==> config.mk <==
export PLATFORM = sky130hd
export DESIGN_NAME = keypad_scanner_flat
export DESIGN_NICKNAME = d
export VERILOG_FILES = /design/src/rtl/keypad_scanner_if.sv /design/src/rtl/keypad_scanner.sv /design/src/flat_wrapper.sv
export SDC_FILE = /design/constraint.sdc
export NUM_CORES = 1
export LEC_CHECK = 0
export CAP_MARGIN = 20
export CORE_MARGIN = 8
export CORE_UTILIZATION = 60
export DETAILED_ROUTE_END_ITERATION = 7
export PLACE_DENSITY_LB_ADDON = 0.12
export SLEW_MARGIN = 20
export SYNTH_ARGS = -nofsm -noshare
export SYNTH_HDL_FRONTEND = slang
export SYNTH_SLANG_ARGS = --single-unit
==> constraint.sdc <==
create_clock -name clk -period 7.7 [get_ports clk]
set_input_delay 1.155 -clock clk [delete_from_list [all_inputs] [get_ports clk]]
set_output_delay 1.155 -clock clk [all_outputs]
set_load 0.005 [all_outputs]
==> src/rtl/keypad_scanner_if.sv <==
// keypad_scanner_if: keypad matrix pins plus the decoded-key outputs of keypad_scanner.
// The scanner side uses master; the keypad/consumer side uses slave.
interface keypad_scanner_if;
   logic [3:0]  rows;
   logic [3:0]  cols;
   logic        key_valid;
   logic [3:0]  key_code;
   logic [15:0] value;
   logic        multi;

   modport master (
      input  rows,
      output cols,
      output key_valid,
      output key_code,
      output value,
      output multi
   );

   modport slave (
      output rows,
      input  cols,
      input  key_valid,
      input  key_code,
      input  value,
      input  multi
   );
endinterface

==> src/rtl/keypad_scanner.sv <==
// keypad_scanner: scans a 4x4 keypad one column at a time, debounces whole frames and keeps
// the last four accepted keys. Define KEYPAD_AUTOREPEAT_EN to re-emit a key that stays held.
module keypad_scanner #(
   parameter int unsigned SCAN_DIV        = 10000,
   parameter int unsigned DEBOUNCE_FRAMES = 4,
   parameter int unsigned REPEAT_FRAMES   = 50
) (
   input  logic             clk,
   input  logic             rst,
   keypad_scanner_if.master kp
);

   localparam int unsigned SlotW = (SCAN_DIV > 1) ? $clog2(SCAN_DIV) : 1;
   localparam int unsigned CntW  = $clog2(DEBOUNCE_FRAMES + 1);

   localparam logic [SlotW-1:0] SlotLast = SlotW'(SCAN_DIV - 1);
   localparam logic [CntW-1:0]  DebLast  = CntW'(DEBOUNCE_FRAMES);
   localparam logic [CntW-1:0]  CntOne   = CntW'(1);

   typedef enum logic [1:0] {StIdle, StPress, StHeld, StRelease} state_e;

   logic [SlotW-1:0] slot_cnt_q, slot_cnt_d;
   logic [1:0]       col_idx_q, col_idx_d;
   // Keys seen so far in this frame, saturating at 2: only 0, 1 and "many" matter.
   logic [1:0]       acc_cnt_q, acc_cnt_d;
   logic [3:0]       acc_code_q, acc_code_d;
   state_e           state_q, state_d;
   logic [CntW-1:0]  cnt_q, cnt_d;
   logic [3:0]       cand_q, cand_d;
   logic             key_valid_q, key_valid_d;
   logic [3:0]       key_code_q, key_code_d;
   logic [15:0]      value_q, value_d;
   logic             multi_q, multi_d;

   logic             tc;
   logic             frame_end;
   logic [3:0]       pressed;
   logic [2:0]       slot_hits;
   logic [1:0]       slot_row;
   logic [3:0]       slot_code;
   logic [2:0]       acc_sum;
   logic [1:0]       frame_cnt;
   logic [3:0]       frame_code;
   logic             key_ok;
   logic             accept;
   logic             rep_fire;
   logic [CntW-1:0]  cnt_inc;

   function automatic logic [3:0] key_map(input logic [1:0] col, input logic [1:0] row);
      logic [3:0] code;
      unique case ({col, row})
         4'h0: code = 4'h1;
         4'h1: code = 4'h4;
         4'h2: code = 4'h7;
         4'h3: code = 4'h0;
         4'h4: code = 4'h2;
         4'h5: code = 4'h5;
         4'h6: code = 4'h8;
         4'h7: code = 4'hF;
         4'h8: code = 4'h3;
         4'h9: code = 4'h6;
         4'hA: code = 4'h9;
         4'hB: code = 4'hE;
         4'hC: code = 4'hA;
         4'hD: code = 4'hB;
         4'hE: code = 4'hC;
         4'hF: code = 4'hD;
      endcase
      return code;
   endfunction

   // Slot timing, row sampling and per-frame accumulation.
   always_comb begin
      tc         = (slot_cnt_q == SlotLast);
      frame_end  = tc && (col_idx_q == 2'd3);
      slot_cnt_d = tc ? '0 : slot_cnt_q + 1'b1;
      col_idx_d  = tc ? col_idx_q + 2'd1 : col_idx_q;

      pressed   = ~kp.rows;
      slot_hits = {2'b00, pressed[0]} + {2'b00, pressed[1]} +
                  {2'b00, pressed[2]} + {2'b00, pressed[3]};

      if (pressed[0]) begin
         slot_row = 2'd0;
      end else if (pressed[1]) begin
         slot_row = 2'd1;
      end else if (pressed[2]) begin
         slot_row = 2'd2;
      end else begin
         slot_row = 2'd3;
      end
      slot_code = key_map(col_idx_q, slot_row);

      acc_sum    = {1'b0, acc_cnt_q} + ((slot_hits > 3'd1) ? 3'd2 : slot_hits);
      frame_cnt  = (acc_sum > 3'd1) ? 2'd2 : acc_sum[1:0];
      frame_code = (acc_cnt_q != 2'd0) ? acc_code_q : slot_code;
      key_ok     = (frame_cnt == 2'd1);

      acc_cnt_d  = acc_cnt_q;
      acc_code_d = acc_code_q;
      if (frame_end) begin
         acc_cnt_d  = 2'd0;
         acc_code_d = 4'h0;
      end else if (tc) begin
         acc_cnt_d  = frame_cnt;
         acc_code_d = frame_code;
      end
   end

   // Debounce FSM, advanced once per frame.
   always_comb begin
      state_d = state_q;
      cnt_d   = cnt_q;
      cand_d  = cand_q;
      accept  = 1'b0;
      cnt_inc = cnt_q + 1'b1;

      if (frame_end) begin
         unique case (state_q)
            StIdle: begin
               if (key_ok) begin
                  cand_d = frame_code;
                  cnt_d  = CntOne;
                  if (CntOne == DebLast) begin
                     accept  = 1'b1;
                     state_d = StHeld;
                  end else begin
                     state_d = StPress;
                  end
               end
            end
            StPress: begin
               if (!key_ok) begin
                  state_d = StIdle;
                  cnt_d   = '0;
               end else if (frame_code == cand_q) begin
                  cnt_d = cnt_inc;
                  if (cnt_inc == DebLast) begin
                     accept  = 1'b1;
                     state_d = StHeld;
                  end
               end else begin
                  cand_d = frame_code;
                  cnt_d  = CntOne;
               end
            end
            StHeld: begin
               if (!key_ok) begin
                  // A single-frame release window needs no RELEASE visit.
                  if (CntOne == DebLast) begin
                     state_d = StIdle;
                     cnt_d   = '0;
                  end else begin
                     state_d = StRelease;
                     cnt_d   = CntOne;
                  end
               end
            end
            StRelease: begin
               if (key_ok) begin
                  state_d = StHeld;
               end else if (cnt_inc == DebLast) begin
                  state_d = StIdle;
                  cnt_d   = '0;
               end else begin
                  cnt_d = cnt_inc;
               end
            end
            default: begin
               state_d = StIdle;
               cnt_d   = '0;
            end
         endcase
      end
   end

`ifdef KEYPAD_AUTOREPEAT_EN
   localparam int unsigned RepW = $clog2(2 * REPEAT_FRAMES + 1);

   localparam logic [RepW-1:0] RepFirst  = RepW'(2 * REPEAT_FRAMES);
   localparam logic [RepW-1:0] RepPeriod = RepW'(REPEAT_FRAMES);

   logic [RepW-1:0] rep_cnt_q, rep_cnt_d;
   logic [RepW-1:0] rep_inc;

   // Reloading with one period after a re-emit spaces later re-emits REPEAT_FRAMES apart.
   always_comb begin
      rep_cnt_d = rep_cnt_q;
      rep_fire  = 1'b0;
      rep_inc   = rep_cnt_q + 1'b1;
      if (frame_end) begin
         if ((state_q == StHeld) && key_ok) begin
            if (rep_inc == RepFirst) begin
               rep_fire  = 1'b1;
               rep_cnt_d = RepPeriod;
            end else begin
               rep_cnt_d = rep_inc;
            end
         end else begin
            rep_cnt_d = '0;
         end
      end
   end

   always_ff @(posedge clk) begin
      if (rst) begin
         rep_cnt_q <= '0;
      end else begin
         rep_cnt_q <= rep_cnt_d;
      end
   end
`else
   assign rep_fire = 1'b0;
`endif

   always_comb begin
      key_valid_d = accept | rep_fire;
      key_code_d  = accept ? cand_d : key_code_q;
      value_d     = value_q;
      if (accept) begin
         value_d = {value_q[11:0], cand_d};
      end else if (rep_fire) begin
         value_d = {value_q[11:0], cand_q};
      end
      multi_d = frame_end ? (frame_cnt == 2'd2) : multi_q;
   end

   always_ff @(posedge clk) begin
      if (rst) begin
         slot_cnt_q  <= '0;
         col_idx_q   <= 2'd0;
         acc_cnt_q   <= 2'd0;
         acc_code_q  <= 4'h0;
         state_q     <= StIdle;
         cnt_q       <= '0;
         cand_q      <= 4'h0;
         key_valid_q <= 1'b0;
         key_code_q  <= 4'h0;
         value_q     <= 16'h0000;
         multi_q     <= 1'b0;
      end else begin
         slot_cnt_q  <= slot_cnt_d;
         col_idx_q   <= col_idx_d;
         acc_cnt_q   <= acc_cnt_d;
         acc_code_q  <= acc_code_d;
         state_q     <= state_d;
         cnt_q       <= cnt_d;
         cand_q      <= cand_d;
         key_valid_q <= key_valid_d;
         key_code_q  <= key_code_d;
         value_q     <= value_d;
         multi_q     <= multi_d;
      end
   end

   assign kp.cols      = ~(4'b0001 << col_idx_q);
   assign kp.key_valid = key_valid_q;
   assign kp.key_code  = key_code_q;
   assign kp.value     = value_q;
   assign kp.multi     = multi_q;

endmodule
==> src/flat_wrapper.sv <==
// flat-port wrapper written by rule: the top's interface ports become plain ports
module keypad_scanner_flat 
#(
   parameter int unsigned SCAN_DIV        = 10000,
   parameter int unsigned DEBOUNCE_FRAMES = 4,
   parameter int unsigned REPEAT_FRAMES   = 50
)
  (clk, rst, kp_rows, kp_cols, kp_key_valid, kp_key_code, kp_value, kp_multi);
  keypad_scanner_if kp_i ();
  input  logic clk;
  input  logic rst;
  input wire logic [$bits(kp_i.rows)-1:0] kp_rows;
  output wire logic [$bits(kp_i.cols)-1:0] kp_cols;
  output wire logic [$bits(kp_i.key_valid)-1:0] kp_key_valid;
  output wire logic [$bits(kp_i.key_code)-1:0] kp_key_code;
  output wire logic [$bits(kp_i.value)-1:0] kp_value;
  output wire logic [$bits(kp_i.multi)-1:0] kp_multi;
  assign kp_i.rows = kp_rows;
  assign kp_cols = kp_i.cols;
  assign kp_key_valid = kp_i.key_valid;
  assign kp_key_code = kp_i.key_code;
  assign kp_value = kp_i.value;
  assign kp_multi = kp_i.multi;
  keypad_scanner #(.SCAN_DIV(SCAN_DIV), .DEBOUNCE_FRAMES(DEBOUNCE_FRAMES), .REPEAT_FRAMES(REPEAT_FRAMES)) u_core (.clk(clk), .rst(rst), .kp(kp_i));
endmodule
# After elaboration in Yosys (flattened, before gate mapping)
# Memory sizes are Yosys's and may differ from the RTL's.
# Index checks and enable logic that the tools add are counted.
totals:
  reg_bits: 53
  latch_bits: 0
  mem_bits_rw: 0
  romBits: 64
  out_inout_bits: 26
  word_cells: 77
  memories: 1
mem_list:
  columns: ["name", "words", "word_bits", "read_ports", "rd_ports_with_merged_regs", "wr", "line", "source"]
  rows:
  - ["(no name shown)", 16, 4, 1, 0, 0, "keypad_scanner.sv:51", "unique case ({col, row})"]
op_classes:
  add_sub_neg: 7
  multipliers: 0
  div_mod_pow: 0
  n_lt_le_gt_ge: 2
  eq_ne: 15
  n_shift: 1
  mux: 31
  n_bitwise: 2
  reduce_logical: 7
op_table:
  columns: ["operator", "n"]
  rows:
  - ["$mux 3", 7]
  - ["$mux 2", 10]
  - ["$mux 4", 5]
  - ["$add 14x1->14 const B", 1]
  - ["$eq 14x14->1 const B", 1]
  - ["$pmux 3 s4", 1]
  - ["$eq 2x2->1 const B", 4]
  - ["$not 4->4", 2]
  - ["$pmux 2 s4", 1]
  - ["$pmux 4 s2", 1]
  - ["$add 3x1->3", 2]
  - ["$gt 3x1->1 const B", 2]
  - ["$mux 1", 6]
  - ["$ne 3x3->1 const B", 2]
  - ["$reduce_and 6->1", 1]
  - ["$eq 2x1->1 const B", 2]
  - ["$eq 4x4->1", 1]
  - ["$ne 2x2->1 const B", 2]
  - ["$reduce_and 4->1", 1]
  - ["$reduce_or 2->1", 2]
  - ["$shl 1x2->4 const A", 1]
  - ["$add 2x3->3", 1]
  - ["$add 3x1->3 const B", 1]
  - ["$eq 3x3->1 const B", 1]
  - ["other kinds (7)", 7]

# Logic depth before layout (Yosys ltp)
logic_depth:
  depth_word: 13
  depth_mapped: 14
  mapped_depth_nobuf: 13

# Least setup slack after synthesis
# Ideal clock, no wire load.
synth_timing:
  path_kind: "input-to-reg"
  start: "input port kp_rows[0]"
  end: "register u_core.value_q[0], in the netlist u_core.kp.value[0]"
  setup_ns: 0.120
  arrival_ns: 4.099
  required_ns: 7.580
  path_slack_ns: 3.482
  cell_stages: 14
  path_buffers: 1
  path_cell_list: "inv_1 ha_1 fa_1 ha_1 nand2b_1 nor2_1 ha_1 fa_1 nor3b_1 nand3_1 nor3_2 nand4_4 buf_6 mux2i_1"
synth_via:
  elab_chain_len: 13
synth_lines:
  columns: ["item", "line", "source"]
  rows:
  - ["start: declaration", "flat_wrapper.sv:12", "input wire logic [$bits(kp_i.rows)-1:0] kp_rows;"]
  - ["$not 4->4 (*)", "keypad_scanner.sv:79", "pressed = ~kp.rows;"]
  - ["$add 1x1->2", "keypad_scanner.sv:80", "slot_hits = {2'b00, pressed[0]} + {2'b00, pressed[1]} +"]
  - ["$add 3x1->3", "keypad_scanner.sv:80", null]
  - ["$add 3x1->3", "keypad_scanner.sv:81", "{2'b00, pressed[2]} + {2'b00, pressed[3]};"]
  - ["$gt 3x1->1", "keypad_scanner.sv:94", "acc_sum = {1'b0, acc_cnt_q} + ((slot_hits > 3'd1) ? 3'd2 : slot_hits);"]
  - ["$mux 3", "keypad_scanner.sv:94", null]
  - ["$add 2x3->3", "keypad_scanner.sv:94", null]
  - ["$gt 3x1->1", "keypad_scanner.sv:95", "frame_cnt = (acc_sum > 3'd1) ? 2'd2 : acc_sum[1:0];"]
  - ["$mux 2", "keypad_scanner.sv:95", null]
  - ["$eq 2x1->1", "keypad_scanner.sv:97", "key_ok = (frame_cnt == 2'd1);"]
  - ["$mux 4 (tied with other cells)", "keypad_scanner.sv:133", "if (!key_ok) begin"]
  - ["$pmux 4 s2 / $mux 1 (equally long branches)", "keypad_scanner.sv:119", "unique case (state_q)"]
  - ["$mux 4 / $mux 1 (equally long branches)", "keypad_scanner.sv:118", "if (frame_end) begin"]
  - ["end signal: assignment", "keypad_scanner.sv:251", "value_q <= value_d;"]
  - ["end: declaration", "keypad_scanner.sv:32", "logic [15:0] value_q, value_d;"]
# Every way passes the cells marked *; elsewhere a longest branch is shown, timed or not.
# A chain may end at the register's enable or synchronous reset.

# Worst setup path in the final report
layout_timing:
  start: "input port kp_rows[0]"
  end: "register u_core.value_q[2], in the netlist u_core.kp.value[2]"
# The elaborated chain is that of the path after synthesis.

==> impl_metrics.tcl <==
set metrics [dict create \
    syn-num-nets 335 \
    fmax_mhz 200 \
    firstDrtPassIters 4 \
    synth.distinct_cells 56 \
    drv_slew 0 \
    netlist.area_leader.share 0.356 \
    met3_usage 0.0391 \
    synth.area.top_cells "dfxtp_1, mux2i_1, ha_1, nand2b_1, nor2_1" \
    synth-async-reset-ratio 0 \
    skew_ps 5.34 \
    post_cts_resized 0 \
    crit_family "adder cells" \
    ys_warn_count 0 \
    clock_sinks 49 \
    cts_hold_buf 0 \
    via_per_inst 5.65 \
    hold_start "u_core.slot_cnt_q[0]$_SDFF_PP0_" \
    min_period_ps 5010 \
    final_antenna_net_count 0 \
    start_util 0.629 \
    synthFlopType "dfxtp_1" \
    grt-ovfl-total 0 \
    path_class "in -> reg" \
    r2r_end "u_core.kp.value[2]$_SDFFE_PP0P_" \
    post-route-period-util 0.650 \
    syn_inst 314 \
    hpwl_mm 4.09 \
    areaGrowthSynthToFinish_pct 14.3 \
    avgSynthCellArea_um2 8.79 \
    htree_levels 2 \
    drtIter0Drc 112 \
    drt_wl_total_mm 5.55 \
    grt_setup_unrepaired "no" \
    fill_cells 354 \
    cts_tree "done" \
    cpPeakStageDelay_ps 570 \
    slowest_stage "clkdlybuf4s50_1" \
    worst-endpoint-arrival_ps 5210 \
    placedCellCount 384 \
    hold_depth 1 \
    cts_buffer_depth 2 \
    finalSetupTns_ps 0 \
    grt_pass1_vias 2133 \
    r2r-start "u_core.acc_cnt_q[0]$_SDFFE_PP0P_" \
    grt_pass1_wl_mm 9.56 \
    hold_slack_ps 452 \
    multi_input_area_mm2 0.00161 \
    startpoint_type "input pin" \
    holdPathEnd "u_core.slot_cnt_q[0]$_SDFF_PP0_" \
    power_leakage_nw 1.28 \
    synth_seq_cells 49 \
    cts-root-buf "clkbuf_8" \
    top_usage_layer "met2" \
    final_util 0.719 \
    worst_pin_slew_ps 630 \
    antenna_found_initial 0 \
    core_mm2 0.00438 \
    path_clk_slew_ps 90 \
    rows 24 \
    die_x_um 83.8 \
    diodes 0 \
    crit_buf_inv 2 \
    maxCapViolCount 0 \
    rr_worst_depth 7 \
    dieArea_mm2 0.00702 \
    ioPinCount 32 \
    hold_viol 0 \
    drive_above_1_share 0.0765 \
    grt_usage 0.161 \
    port_buffers 31 \
    crit_fanout 16 \
    routed-via-count 2216 \
    power.density_mw_per_mm2 144 \
    postCtsSetupRepairBufs 0 \
    synthesis.area_mm2 0.00276 \
    required_ps 7910 \
    cp-startpoint "kp_rows[0]" \
    irDropWorstVdd_mv 0.120 \
    grtUsageMet1 0.187 \
    yosysSeqAreaShare 0.356 \
    regArea_um2 981 \
    grt_max_degree 40 \
    fin_cells 392 \
    rrSetupSlack_ps 4790 \
    met2_usage 0.272 \
    remaining_drc_errors 0 \
    synthTopCellsByCount "dfxtp_1, nor2_1, nand2_1" \
    synth_edf_count 0 \
    cp-end-kind "register" \
    setup-violations-final 0 \
    yosysMostFrequentCell "dfxtp_1" \
    relSlewSlack 0.579 \
    insertion_delay_ps 310 \
    layout_setup_ws_ps 2690 \
    nets 360 \
    outcome "complete, no violations" \
    cts_made_buffers 5 \
    wl_per_cell_um 14.2 \
    die_y_um 83.8 \
    hold_path.class "reg -> reg" \
    routabilityCongestion 0.889 \
    path_cells "clkdlybuf4s50_1 > inv_1 > ha_1 > fa_1 > ha_1 > nand2b_1 > a21o_1 > fa_1 > xor2_1 > nand3_1 > nor3_2 > nand4_4 > mux2_2" \
    pre_cts_ws_ps 2420 \
    synth_top_cell_by_area "dfxtp_1" \
]
-- stage by stage --
| stage | area [um2] | power, W |
|---|---|---|
| after global routing | 3150 | 0.000472 |
| after CTS | 3150 | 0.000458 |
| after detailed placement | 3060 | 0.000297 |
| after floorplan | 2760 | 0.000288 |
| final | 3150 | 0.000453 |
| after global placement | 3060 | 0.000297 |
-- cells by family after synthesis --
logic type | Yosys count | share of synthesized area
mux | 21 | 0.0771
xor+xnor | 16 | 0.0508
compound gates | 54 | 0.135
buf+inv | 36 | 0.0621
fa+ha+maj | 16 | 0.0776
flops | 49 | 0.356
simple gates | 122 | 0.242
-- final cells by class --
class                   instances  area share
flip-flops and latches         49       0.311
clock buffers                   6      0.0262
clock inverters                 2     0.00437
inverters                      21      0.0250
well taps                      52      0.0206
multi-input cells             229       0.510
repair buffers                 33       0.103
-- state kept, by name (all words and copies together), names as in the netlist, named ones only --
name	cells
u_core.acc_code_q	4
u_core.cand_q	4
u_core.kp.multi	1
u_core.kp.value	16
u_core.state_q	1
u_core.kp.key_valid	1
u_core.col_idx_q	2
u_core.acc_cnt_q	2
u_core.cnt_q	3
u_core.slot_cnt_q	14
-- how the worst max path moves through the flow --
stage                                       to  slack [ps]  depth (start not counted)
3_3_place_gp   u_core.kp.value[2]$_SDFFE_PP0P_        2490                         14
3_5_place_dp   u_core.kp.value[2]$_SDFFE_PP0P_        2420                         13
5_1_grt        u_core.kp.value[2]$_SDFFE_PP0P_        2460                         14
4_1_cts        u_core.kp.value[2]$_SDFFE_PP0P_        2730                         13
6_report       u_core.kp.value[2]$_SDFFE_PP0P_        2690                         13
2_1_floorplan  u_core.kp.value[0]$_SDFFE_PP0P_        3480                         14
-- routing by layer --
| layer | vias to the layer above | routed length [um] |
|---|---|---|
| met5 | - | 0 |
| met4 | 0 | 117 |
| met3 | 11 | 200 |
| met2 | 41 | 2750 |
| met1 | 1030 | 2490 |
| li1 | 1134 | - |
-- where the power goes --
group | leakage [nW] | switching, W | internal (W)
clock network | 0.0512 | 0.0000877 | 0.0000729
logic | 0.829 | 0.0000210 | 0.0000154
registers | 0.395 | 0.00000105 | 0.000254
-- placed cells by master (no fill, tap or decap), types with 2 or more instances in the layout --
cell type	instances
xor2_1	11
nand4_1	7
nand3_1	9
a31oi_1	2
or4_4	2
a21o_1	4
a21oi_1	12
or3_1	3
or2_2	2
and3_1	3
o21a_1	2
nor2b_1	5
clkdlybuf4s50_1	31
fa_1	2
nand2_1	23
mux2i_1	19
nor2_1	31
buf_4	2
nand2b_1	22
a41oi_1	2
xnor2_1	5
inv_1	21
nor3_1	4
o21ai_0	10
ha_1	13
a22oi_1	6
dfxtp_1	49
a31o_2	3
clkbuf_8	6
a211oi_1	3
No activity file was read; power rests on OpenSTA's default activity.
